### src/rtl/demux1to5_32_buf.sv
// demux1to5_32_buf
// Routes one result stream to five one-entry holding lanes chosen by a 3-bit
// select code. Each lane has a valid/ack handshake, so a slow consumer stalls
// the source through in_ready. Codes 5..7 name no lane: those transfers are
// always accepted, then discarded, flagged in err_sel and counted in drop_cnt.
module demux1to5_32_buf #(
   parameter int WIDTH      = 32,
   parameter int DROP_CNT_W = 8
) (
   input  logic                  clk,
   input  logic                  rst_n,
   input  logic [WIDTH-1:0]      in_data,
   input  logic [2:0]            in_sel,
   input  logic                  in_valid,
   output logic                  in_ready,
   output logic [WIDTH-1:0]      out0,
   output logic [WIDTH-1:0]      out1,
   output logic [WIDTH-1:0]      out2,
   output logic [WIDTH-1:0]      out3,
   output logic [WIDTH-1:0]      out4,
   output logic [4:0]            out_valid,
   input  logic [4:0]            out_ack,
   output logic                  err_sel,
   input  logic                  err_clr,
   output logic [DROP_CNT_W-1:0] drop_cnt
);

   localparam int NUM_LANES = 5;

   // Per-lane occupancy: EMPTY means the lane may be written freely.
   typedef enum logic {
      EMPTY = 1'b0,
      FULL  = 1'b1
   } lane_state_t;

   logic                  xfer;
   logic                  illegal_xfer;
   logic [NUM_LANES-1:0]  lane_full;
   logic [WIDTH-1:0]      lane_data [NUM_LANES];
   logic                  err_sel_reg;
   logic [DROP_CNT_W-1:0] drop_cnt_reg;

   // Ready depends only on the selected lane's occupancy and its ack, never on
   // in_valid, so the source can look at in_ready before committing.
   always_comb begin
      in_ready = 1'b1;
      case (in_sel)
         3'd0:    in_ready = ~lane_full[0] | out_ack[0];
         3'd1:    in_ready = ~lane_full[1] | out_ack[1];
         3'd2:    in_ready = ~lane_full[2] | out_ack[2];
         3'd3:    in_ready = ~lane_full[3] | out_ack[3];
         3'd4:    in_ready = ~lane_full[4] | out_ack[4];
         default: in_ready = 1'b1;
      endcase
   end

   assign xfer         = in_valid & in_ready;
   assign illegal_xfer = xfer & (in_sel > 3'd4);

   genvar gi;
   generate
      for (gi = 0; gi < NUM_LANES; gi++) begin : g_lane
         lane_state_t      state_reg;
         lane_state_t      state_next;
         logic [WIDTH-1:0] data_reg;
         logic             wr;
         logic             ack;

         assign wr  = xfer & (in_sel == 3'(gi));
         assign ack = out_ack[gi];

         // Lane occupancy register.
         always_ff @(posedge clk or negedge rst_n) begin
            if (!rst_n) state_reg <= EMPTY;
            else        state_reg <= state_next;
         end

         // A write always leaves the lane full (a same-cycle ack just retires
         // the old word); an ack alone empties it; an ack on an empty lane
         // does nothing.
         always_comb begin
            state_next = state_reg;
            if (state_reg == EMPTY) begin
               if (wr) state_next = FULL;
            end else begin
               if (ack && !wr) state_next = EMPTY;
            end
         end

         // Holding register: loads on a write, otherwise keeps its last word
         // even after the lane has been consumed.
         always_ff @(posedge clk or negedge rst_n) begin
            if (!rst_n)  data_reg <= '0;
            else if (wr) data_reg <= in_data;
         end

         assign lane_full[gi] = (state_reg == FULL);
         assign lane_data[gi] = data_reg;
      end
   endgenerate

   // Sticky illegal-select flag and saturating drop counter; a concurrent
   // illegal transfer takes precedence over err_clr and restarts the count at 1.
   always_ff @(posedge clk or negedge rst_n) begin
      if (!rst_n) begin
         err_sel_reg  <= 1'b0;
         drop_cnt_reg <= '0;
      end else if (illegal_xfer) begin
         err_sel_reg <= 1'b1;
         if (err_clr)
            drop_cnt_reg <= {{(DROP_CNT_W-1){1'b0}}, 1'b1};
         else if (drop_cnt_reg != {DROP_CNT_W{1'b1}})
            drop_cnt_reg <= drop_cnt_reg + {{(DROP_CNT_W-1){1'b0}}, 1'b1};
      end else if (err_clr) begin
         err_sel_reg  <= 1'b0;
         drop_cnt_reg <= '0;
      end
   end

   assign out0      = lane_data[0];
   assign out1      = lane_data[1];
   assign out2      = lane_data[2];
   assign out3      = lane_data[3];
   assign out4      = lane_data[4];
   assign out_valid = lane_full;
   assign err_sel   = err_sel_reg;
   assign drop_cnt  = drop_cnt_reg;

endmodule
### config.mk
export PLATFORM = sky130hd
export DESIGN_NAME = demux1to5_32_buf
export DESIGN_NICKNAME = d
export VERILOG_FILES = /design/src/rtl/demux1to5_32_buf.sv
export SDC_FILE = /design/constraint.sdc
export NUM_CORES = 1
export LEC_CHECK = 0
export BUFFER_PORTS_ARGS = -buffer_cell sky130_fd_sc_hd__buf_2
export CAP_MARGIN = 20
export CORE_MARGIN = 1.5
export CORE_UTILIZATION = 45
export CTS_CLUSTER_DIAMETER = 150
export DETAILED_ROUTE_END_ITERATION = 10
export GPL_TIMING_DRIVEN = 0
export HOLD_SLACK_MARGIN = 0.05
export PLACE_DENSITY = 0.72
export SYNTH_ARGS = -nofsm -noshare
export SYNTH_HDL_FRONTEND = slang
export SYNTH_SLANG_ARGS = --single-unit
### constraint.sdc
create_clock -name clk -period 4.1 [get_ports clk]
set_input_delay 0.615 -clock clk [delete_from_list [all_inputs] [get_ports clk]]
set_output_delay 0.615 -clock clk [all_outputs]
set_load 0.03 [all_outputs]
==> results.toml <==
[sta]
timing.final.crit_share_pct = 53.5
tightest_slew_ns = 0.627
finClkSkew_ns = 0.00998
fin_tns_setup_ns = 0
timing_hold_violations_final = 0
setup_violations = 0
fin_crit_ns = 2.19
rsz0062_at_grt = "false"
max_freq_ghz = 0.456
slew_headroom_pct = 58.2
hold_ws_ns = 0.173
postLayoutSetupSlackWorst_ns = 1.91
slew_violations = 0

[global_routing]
track_usage_pct = 20.5
grt_pass1_vias = 4590
grt_pass1_wl_mm = 25.0
grt_max_degree = 91
grt_overflow = 0
antenna_found_initial = 0

[critical_path]
slowest_delay_ns = 0.27
cp-start-kind = "input port"
cpMostUsedCell = "buf_2"
cp-end-kind = "output pin"
worstPathMaxFanout = 3
required_ns = 3.48
cpMaxStageDelayCell = "mux2_2"
cp_cell_sequence = "buf_2 -> nand2b_1 -> mux2_2 -> o22ai_1 -> o211ai_1 -> buf_2"
critPathKind = "in -> out"
arrival_ns = 1.58

[floorplanning]
num_io_pins = 219
die_x_microns = 126
core_area_sq_um = 14600
initial_core_util_pct = 46.5
die_y_microns = 126
dieArea_sq_um = 15900
placement_rows = 44

[power]
leakage_nw = 4.41
total_power_mw = 5.70
powerDensity_nw_per_um2 = 646
ir_drop_mv = 0.307

[clock_network]
cts.sinks = 174
clkSlewWorstSetupHoldPaths_ns = 0.07
cts_root_buffer = "clkbuf_16"
cts_resized = 0
numCtsBuffers = 17
ctsHoldBuffers = 0
cts.path.max_buffers = 2
clkLatencyLatePin_ns = 0.42
h-tree-depth = 4
post_cts_buffers = 0
cts_tree = "yes"

[layout]
antenna_cells = 0
fin_util_pct = 60.2
drive_above_1_share_pct = 64.7
fin_area_sq_um = 8820
final_cell_mix = "228 x buf_2, 174 x dfrtp_1, 130 x mux2_2"
area_growth_pct = 29.5
nets = 700
final_cells = 852
layout_commonest_cell = "buf_2"

[route]
detail-route-antenna-nets = 0
post-route-drc-count = 10
via_per_inst = 5.11
dr.pass1.iters = 11
wl_per_cell_microns = 18.2
vias = 4353
wirelength_mm = 15.5
drt_iter0_markers = 132

[place]
io_buffers = 216
place_congestion = 0.774
dp_slack_ns = 1.90
dp.cells = 820
placed_area_sq_um = 8160
dpl.hpwl_mm = 11.0

[logic_synthesis]
synth-seq-cells = 174
synth.distinct_cells = 33
syn_nets = 464
async_flop_share_pct = 100
seq_area_frac_synth_pct = 64.0
ys_warn_count = 0
synthFlopType = "dfrtp_1"
postSynthCellCount = 419
synth_area_sq_um = 6810
synth-edff-count = 0
post_synth.cell_area_avg_sq_um = 16.2

[job]
max-cap-violations = 0

[worst_hold_path]
worstHoldPathType = "in -> async"

[status]
outcome = "finished, violations left"
violations = "design-rule violations"
[report_power, final]
part           switching (mW)  internal, mW
clock                   0.669          1.12
combinational            1.08         0.573
sequential              0.181          2.07
[metal layers]
layer	wire (microns)	global-route usage, %	part of all wire, %
met3	1150	6.97	7.4
met4	306	7.84	2.0
met1	6610	25.9	43
met2	7460	32.8	48
met5	0	0	0
[final cells by class]
type                       count  area (sq um)
inverter                       4          15.0
buffer                        23           159
fill                        1169          5830
clock buffer                  20           457
timing repair buffer         217          1120
multi-input combinational    218          2280
clock inverter                12           204
tap                          184           230
sequential                   174          4350
[Yosys cell counts (2+ instances only)]
library cell	count	share of area [%]
a21o_1	2	0.22
a21oi_1	2	0.15
and3_1	3	0.28
buf_2	13	0.96
buf_4	6	0.66
buf_8	3	0.66
dfrtp_1	174	64
inv_1	4	0.22
mux2_1	2	0.33
mux2_2	130	22
mux2_4	29	6.4
nand2_1	9	0.50
nand2b_1	3	0.28
nand3_1	4	0.29
nand4_1	3	0.28
nor2_1	6	0.33
nor2b_2	2	0.26
o211ai_1	5	0.55
o21ai_0	2	0.15
xor2_1	4	0.51
[final timing paths]
check	from	to	slack (ns)	cells past startpoint
max in group asynchronous	rst_n	out4[11]	3.07	2
setup / recovery	out_ack[0]	in_ready	1.91	6
hold / removal	rst_n	out4[25]	0.17	1
hold reg to reg	err_sel	err_sel	0.49	1
min in group clk	out_ack[4]	g_lane[4].state_reg	0.47	3
setup reg to reg	g_lane[4].state_reg	out4[23]	2.43	5
[kinds of logic (layout without fill, tap and decap cells)]
family                     Yosys count  in the layout  share of synthesized area, %
muxes                              162            162                          28.4
xor gates and xnor gates             4              4                         0.515
adders and majority gates            1              1                         0.184
and+or+nand+nor                     34             34                          2.59
buffers and inverters               27            276                          2.55
AOI/OAI and AO/OA                   17             17                          1.80
DFF                                174            174                          64.0
[critical path: cells and delay by family]
kind                   cells  cell delay [ns]
muxes                      1             0.27
and+or+nand+nor            1             0.17
buffers and inverters      2             0.29
AOI/OAI and AO/OA          2             0.23
Note: power is estimated with default switching activity, not from simulation.
